### src/rtl/partial_engine_if.sv
// Handshake and data bus for the partial-parity encode engine: operands in, one
// registered result out per accepted input set.
interface partial_engine_if #(
   parameter int K_MAX         = 8,
   parameter int W             = 4,
   parameter int PACKET_LENGTH = 2
);
   logic                               in_valid;
   logic [K_MAX*W*W-1:0]               bitmatrix;
   logic [K_MAX*W*PACKET_LENGTH-1:0]   data;
   logic [W*K_MAX*PACKET_LENGTH-1:0]   mask;
   logic                               out_valid;
   logic [W*PACKET_LENGTH-1:0]         result;

   modport master (output in_valid, bitmatrix, data, mask, input out_valid, result);
   modport slave  (input in_valid, bitmatrix, data, mask, output out_valid, result);
endinterface

### src/rtl/partial_engine.sv
// GF(2) bit-matrix multiply, per-bit mask and cross-packet XOR tree, with a single
// output register stage; one input set per cycle, one cycle of latency.
module partial_engine #(
   parameter int K_MAX         = 8,
   parameter int W             = 4,
   parameter int PACKET_LENGTH = 2
) (
   input  logic              clk,
   input  logic              rst_n,
   partial_engine_if.slave   bus
);
   localparam int PL     = PACKET_LENGTH;
   localparam int LEVELS = $clog2(K_MAX);

   // Node count at tree level l; odd leftovers are carried up unchanged.
   function automatic int cnt(input int l);
      return (K_MAX + (1 << l) - 1) >> l;
   endfunction

   function automatic int off(input int l);
      int s;
      s = 0;
      for (int j = 0; j < l; j++) s += cnt(j);
      return s;
   endfunction

   localparam int NODES = off(LEVELS + 1);

   logic [PL-1:0]   prod   [K_MAX][W];
   logic [PL-1:0]   masked [W][K_MAX];
   logic [PL-1:0]   pool   [W][NODES];
   logic [W*PL-1:0] res;

   always_comb begin
      for (int k = 0; k < K_MAX; k++) begin
         for (int r = 0; r < W; r++) begin
            prod[k][r] = '0;
            for (int c = 0; c < W; c++)
               if (bus.bitmatrix[(k*W+c)*W+r]) prod[k][r] ^= bus.data[(k*W+c)*PL +: PL];
         end
      end
   end

   // AND before any XOR so masked-off slots cannot leak unknowns into the tree.
   always_comb begin
      for (int r = 0; r < W; r++)
         for (int k = 0; k < K_MAX; k++)
            masked[r][k] = prod[k][r] & bus.mask[(r*K_MAX+k)*PL +: PL];
   end

   for (genvar r = 0; r < W; r++) begin : g_row
      for (genvar k = 0; k < K_MAX; k++) begin : g_leaf
         assign pool[r][k] = masked[r][k];
      end
      for (genvar l = 0; l < LEVELS; l++) begin : g_lvl
         for (genvar i = 0; i < cnt(l + 1); i++) begin : g_node
            localparam int SRC = off(l) + 2*i;
            localparam int DST = off(l + 1) + i;
            if (2*i + 1 < cnt(l)) begin : g_pair
               assign pool[r][DST] = pool[r][SRC] ^ pool[r][SRC+1];
            end else begin : g_pass
               assign pool[r][DST] = pool[r][SRC];
            end
         end
      end
      assign res[r*PL +: PL] = pool[r][NODES-1];
   end

   always_ff @(posedge clk or negedge rst_n) begin
      if (!rst_n) begin
         bus.result    <= '0;
         bus.out_valid <= 1'b0;
      end else begin
         bus.out_valid <= bus.in_valid;
         if (bus.in_valid) bus.result <= res;
      end
   end
endmodule

### src/flat_wrapper.sv
// flat-port wrapper written by rule: the top's interface ports become plain ports
module partial_engine_flat 
#(
   parameter int K_MAX         = 8,
   parameter int W             = 4,
   parameter int PACKET_LENGTH = 2
)
  (clk, rst_n, bus_in_valid, bus_bitmatrix, bus_data, bus_mask, bus_out_valid, bus_result);
  partial_engine_if #(.K_MAX(K_MAX), .W(W), .PACKET_LENGTH(PACKET_LENGTH)) bus_i ();
  input  logic clk;
  input  logic rst_n;
  input wire logic [$bits(bus_i.in_valid)-1:0] bus_in_valid;
  input wire logic [$bits(bus_i.bitmatrix)-1:0] bus_bitmatrix;
  input wire logic [$bits(bus_i.data)-1:0] bus_data;
  input wire logic [$bits(bus_i.mask)-1:0] bus_mask;
  output wire logic [$bits(bus_i.out_valid)-1:0] bus_out_valid;
  output wire logic [$bits(bus_i.result)-1:0] bus_result;
  assign bus_i.in_valid = bus_in_valid;
  assign bus_i.bitmatrix = bus_bitmatrix;
  assign bus_i.data = bus_data;
  assign bus_i.mask = bus_mask;
  assign bus_out_valid = bus_i.out_valid;
  assign bus_result = bus_i.result;
  partial_engine #(.K_MAX(K_MAX), .W(W), .PACKET_LENGTH(PACKET_LENGTH)) u_core (.clk(clk), .rst_n(rst_n), .bus(bus_i));
endmodule
### config.mk
export PLATFORM = sky130hd
export DESIGN_NAME = partial_engine_flat
export DESIGN_NICKNAME = d
export VERILOG_FILES = /design/src/rtl/partial_engine_if.sv /design/src/rtl/partial_engine.sv /design/src/flat_wrapper.sv
export SDC_FILE = /design/constraint.sdc
export NUM_CORES = 1
export LEC_CHECK = 0
export CAP_MARGIN = 20
export CORE_UTILIZATION = 30
export CTS_CLUSTER_SIZE = 40
export DETAILED_ROUTE_END_ITERATION = 10
export HOLD_SLACK_MARGIN = 0.03
export PLACE_DENSITY_LB_ADDON = 0.12
export SLEW_MARGIN = 20
export SYNTH_ARGS = -nofsm -noshare
export SYNTH_HDL_FRONTEND = slang
export SYNTH_SLANG_ARGS = --single-unit
### constraint.sdc
create_clock -name clk -period 0.8 [get_ports clk]
set_input_delay 0.16 -clock clk [delete_from_list [all_inputs] [get_ports clk]]
set_output_delay 0.16 -clock clk [all_outputs]
set_load 0.1 [all_outputs]
==> metrics.csv, run 1 <==
metric,value,unit
Final setup viols,17,
synth cell count leaders,"nand2_1 (254), xnor2_1 (148)",
Root Driver,clkbuf_16,
minimum clock period,1.62,ns
Antenna Nets Post-Route,0,
failing checks,setup timing,
Mapped Cells,619,
P_int,5.50,mW
Power per Cell Area,1120,nW/µm²
Final HPWL DP,15.1,mm
Util after Layout,69.1,%
Starting Density,30.9,%
Hold Path Class,in2async,
period utilization,203,%
worst vdd ir,904,µV
Area Overhead vs Synth,123,%
grt ovf,0,
"Arr. time, crit path",1.78,ns
Via density,4.98,
CP Max Fanout,4,
Fin Clk Skew,0,ns
CP startpoint kind,input pin,
cell area after placement,7700,µm²
CTS Hold Bufs,0,
Core Region,13300,µm²
Logic pwr share,83.7,%
"Worst Path Class, Setup",in2reg,
GRT Util Overall,25.4,%
top-count cell post-synth,nand2_1,
"flops & latches, synth",9,
total CTS buffers,3,
Die Y,119,µm
ranking of synthesized cells by area,"xnor2_1 (32%), nand2_1 (23%), a211o_1 (6.8%)",
DR WL/cell,16.6,µm
outcome,finished with violations,
Nets,1201,
"Seq/Total Area, Yosys",5.48,%
CP endpoint kind,flip-flop,
CTS tree,yes,
Sw Ratio,46.6,%
Residual DRC,0,
largest net degree at the start of global routing,18,
syn avg cell area,6.64,µm²
chip width,119,µm
Antenna diodes,0,
post-synth top area share,31.5,%
vias in the first global route,5969,
deepest clock path buffer count,2,
DR iter-0 viols,183,
worst rel slew slack,77.6,%
mapped cell area,4110,µm²
Filler cells,1064,
RSZ-0062 raised after global routing,true,
vias,5564,
fmax,0.616,GHz
Setup WS pre-CTS,-1.60,ns
NetSw,4.80,mW
Reg area,229,µm²
IO Port Bufs,267,
Met3 Routed Length,1.11,mm
Least-Margin Pin Slew,0.334,ns
multi-input logic area,5700,µm²
Crit path required time,0.96,ns
capturing point of the worst reg2reg path,u_core.bus.result[4],
asr flop ratio synth,100,%
FF-to-FF setup slack,0.01,ns
layout cells sized above 1,54.0,%
Reg power frac,7.5,%
clock share of power,8.8,%
final setup margin,-0.823,ns
Pins Over Slew Limit,0,
"Design Area, Final",9180,µm²
H-tree depth,1,
worst reg2reg path startpoint,u_core.bus.result[4],
max cap viols,0,
met2 wire len,9.63,mm
Synth cell types,15,
Clock Latency Late Sink,0.24,ns
"EDFF count, synth",0,
Lkg Pwr,4.33,nW
row count,42,
syn nets,878,
final hold slack,0.245,ns
final wirelength,18.6,mm
die area,14200,µm²
routability cong.,0.914,
global-route wire length before repair,28.4,mm
worst r2r path cells,3,
initial antenna violation count,0,
M1 wire length,7.07,mm
Pre-antenna DRT Iters,4,
max layer used,met4,
Synth area leader,xnor2_1,
io pins,268,
Yosys warning total,0,
Main synth FF type,dfrtp_1,
"Reg clk slew, reported paths",0.04,ns
Fin. Hold Viols,0,
clock sinks,9,
## worst max path at each step
stage / startpoint / to / depth (start not counted)
after floorplan: bus_bitmatrix[28] / u_core.bus.result[0] / 7
after global placement: bus_data[54] / u_core.bus.result[2] / 9
after detailed placement: bus_data[54] / u_core.bus.result[2] / 9
after CTS: bus_data[12] / u_core.bus.result[2] / 9
after global routing: bus_data[56] / u_core.bus.result[2] / 10
final: bus_data[44] / u_core.bus.result[2] / 9
## power groups by stage
stage	clock (mW)	sequential [mW]	combinational, mW
final	0.906	0.772	8.62
after detailed placement	0	0.780	7.17
after global routing	0.957	0.788	9.10
after CTS	0.932	0.778	8.10
after global placement	0	0.777	7.10
after floorplan	0	1.76	2.91
## placed cells by master (no fill, tap or decap), types with 8 or more instances in the layout
| master | count |
|---|---|
| xnor2_1 | 53 |
| buf_2 | 60 |
| a211o_1 | 32 |
| clkdlybuf4s15_1 | 20 |
| buf_12 | 13 |
| a211oi_2 | 20 |
| nand2_2 | 89 |
| buf_6 | 32 |
| o211ai_1 | 32 |
| clkbuf_2 | 26 |
| a31oi_1 | 8 |
| dfrtp_1 | 8 |
| xor2_1 | 10 |
| xnor2_2 | 88 |
| nand2_4 | 47 |
| o211a_1 | 24 |
| xor2_2 | 16 |
| clkdlybuf4s15_2 | 21 |
| nor2_1 | 8 |
| nand2_1 | 116 |
| dlygate4sd2_1 | 25 |
| xnor2_4 | 19 |
| buf_4 | 51 |
| inv_1 | 30 |
| clkdlybuf4s50_1 | 64 |
## final cells by class
cell class / count / share of cell area, %
multi-input combinational: 576 / 62.1
tap: 176 / 2.40
timing repair buffer: 320 / 30.8
sequential: 9 / 2.49
clock buffer: 4 / 0.858
inverter: 32 / 1.31
## stage by stage
step                      std cells  setup TNS (ns)  power [mW]
after floorplan                 619           -7.45        4.67
after global placement         1091          -12.27        7.88
after detailed placement       1091          -12.37        7.95
after CTS                      1113           -8.10        9.81
after global routing           1117           -8.75        10.8
final                          1117           -7.99        10.3
## metal layers
layer  GRT usage (%)  vias up
met1            28.8     2607
li1                -     2694
met3            4.21       51
met5               0        -
met4            10.2        0
met2            46.9      212
## repair_timing
action / in CTS / in global routing
resized for setup: 775 / 183
setup buffers: 19 / 7
endpoints found under the setup margin: 17 / 17
pin swaps: 207 / 128
## flip-flops by register name (all words and copies together) (netlist names)
| register | flops |
|---|---|
| u_core.bus.result | 8 |
| u_core.bus.out_valid | 1 |
## cells by family after synthesis
group                  after synthesis  share of synthesized area, %
AND/OR/NAND/NOR                    264                          24.2
XOR/XNOR                           192                          43.1
AO/OA/AOI/OAI                      120                          24.1
buffers and inverters               34                          3.10
flip-flops                           9                          5.48
## worst max-delay path, cell delays in order
cell	delay (ns)
clkdlybuf4s15_2	0.22
nand2_1	0.10
xnor2_2	0.16
xnor2_2	0.30
o211a_1	0.22
a211oi_2	0.06
buf_4	0.16
a211o_1	0.26
a31oi_1	0.15
(Power assumes the default switching activity.)
==> run 2, diff against run 1 <==
--- a/config.mk
+++ b/config.mk
@@ -11,6 +11,7 @@
 export DETAILED_ROUTE_END_ITERATION = 10
 export HOLD_SLACK_MARGIN = 0.03
 export PLACE_DENSITY_LB_ADDON = 0.12
+export SKIP_CTS_REPAIR_TIMING = 1
 export SLEW_MARGIN = 20
 export SYNTH_ARGS = -nofsm -noshare
 export SYNTH_HDL_FRONTEND = slang
==> run 2 against run 1 <==
- the flow still finishes with violations (setup timing)
- sequential share of layout area down 0.068 points
- worst hold slack about the same
- first-iteration DRC count down 5.5%
- core utilization up 1.9 points
- critical path depth unchanged
- non-clock buffer count down 7
- combinational power down 0.8%
- wire length up 1.9%
==> metrics.csv, run 2 (synthesized netlist as in run 1, its figures left out) <==
metric,value,unit
minimum clock period,1.63,ns
Die Y,119,µm
worst rel slew slack,72.8,%
Fin Clk Skew,0,ns
global-route wire length before repair,26.3,mm
fmax,0.614,GHz
routability cong.,0.914,
Pre-antenna DRT Iters,4,
Final HPWL DP,15.1,mm
max reg flops,8,
Nets,1194,
Residual DRC,0,
CP endpoint kind,flip-flop,
Area Overhead vs Synth,130,%
final hold slack,0.244,ns
Top Registers,"u_core.bus.result (8), u_core.bus.out_valid (1)",
Starting Density,30.9,%
"Reg clk slew, reported paths",0.04,ns
"commonest non-fill, non-tap cells in the layout","nand2_1 (111), dlymetal6s2s_1 (111), nand2_2 (107)",
layout cells sized above 1,48.0,%
max cap viols,0,
IO Port Bufs,267,
Buf/Inv on CP,2,
vias in the first global route,5532,
failing checks,setup timing,
grt ovf,0,
CP Max Fanout,2,
Crit path required time,0.96,ns
Worst path slowest cell,a211o_1,
worst vdd ir,916,µV
GRT Util Overall,23.3,%
period utilization,204,%
vias,5577,
Core Region,13300,µm²
worst path cell trace,buf_6 > buf_6 > nand2_4 > xor2_4 > xnor2_2 > a211o_1 > a211o_1 > a211o_1 > a31oi_1,
RSZ-0062 raised after global routing,true,
Pins Over Slew Limit,0,
die area,14200,µm²
total CTS buffers,3,
DR iter-0 viols,173,
io pins,268,
CTS tree,yes,
Final setup viols,17,
row count,42,
cell mode on critical path,a211o_1,
"Arr. time, crit path",1.79,ns
deepest clock path buffer count,2,
Via density,5.02,
setup_tns,-8.10,ns
initial antenna violation count,0,
Antenna diodes,0,
H-tree depth,1,
Clock Latency Late Sink,0.24,ns
Setup WS pre-CTS,-1.60,ns
Fin. Hold Viols,0,
Lkg Pwr,5.20,nW
Least-Margin Pin Slew,0.405,ns
"Worst Path Class, Setup",in2reg,
CP peak stage delay,0.32,ns
CP top delay family,compound AO/OA/AOI/OAI gates,
Root Driver,clkbuf_16,
final setup margin,-0.829,ns
outcome,finished with violations,
final wirelength,19.0,mm
chip width,119,µm
largest net degree at the start of global routing,18,
Power per Cell Area,1080,nW/µm²
Hold Path Class,in2async,
Reg with most FFs,u_core.bus.result,
clock sinks,9,
CP startpoint kind,input pin,
Antenna Nets Post-Route,0,
DR WL/cell,17.1,µm
==> run 2: report_power, final <==
group	leakage [nW]	switching, mW	internal (mW)
combinational	5.06	4.34	4.21
clock	0.0382	0.244	0.669
sequential	0.102	0.170	0.606
total	5.20	4.75	5.49
==> run 2: path summary, 6_finish.rpt <==
path                                       from                   end  slack (ns)  cells past startpoint
min                                       rst_n  u_core.bus.result[1]        0.24                      2
max                                bus_data[12]  u_core.bus.result[6]       -0.83                      9
min in group clk           u_core.bus.result[1]  u_core.bus.result[1]        0.58                      2
max in group asynchronous                 rst_n  u_core.bus.out_valid        0.43                      2
max reg2reg                u_core.bus.result[4]  u_core.bus.result[4]        0.01                      3
min reg2reg                u_core.bus.result[1]  u_core.bus.result[1]        0.58                      2
==> run 2: cell type report <==
cell class	instances	area, µm²
multi-input combinational	576	5570
fill	985	3850
timing repair buffer	313	3220
sequential	9	229
tap	176	220
inverter	32	120
clock buffer	4	78.8
==> run 2: per-stage QoR <==
step	instance area, µm²	instances	utilization (%)	total power [mW]
floorplan	4450	619	-	4.67
global placement	7700	1091	57.9	7.88
detailed placement	7700	1091	57.9	7.95
CTS	7780	1095	58.5	8.93
global route	9440	1110	71.0	10.8
finish	9440	1110	71.0	10.2
==> run 2: per-layer routing <==
| layer | part of all wire, % | GRT usage (%) | wire (µm) |
|---|---|---|---|
| met1 | 38 | 27.5 | 7260 |
| met2 | 52 | 42.9 | 9950 |
| met3 | 5.8 | 3.74 | 1110 |
| met4 | 3.4 | 6.57 | 637 |
| met5 | 0 | 0 | 0 |
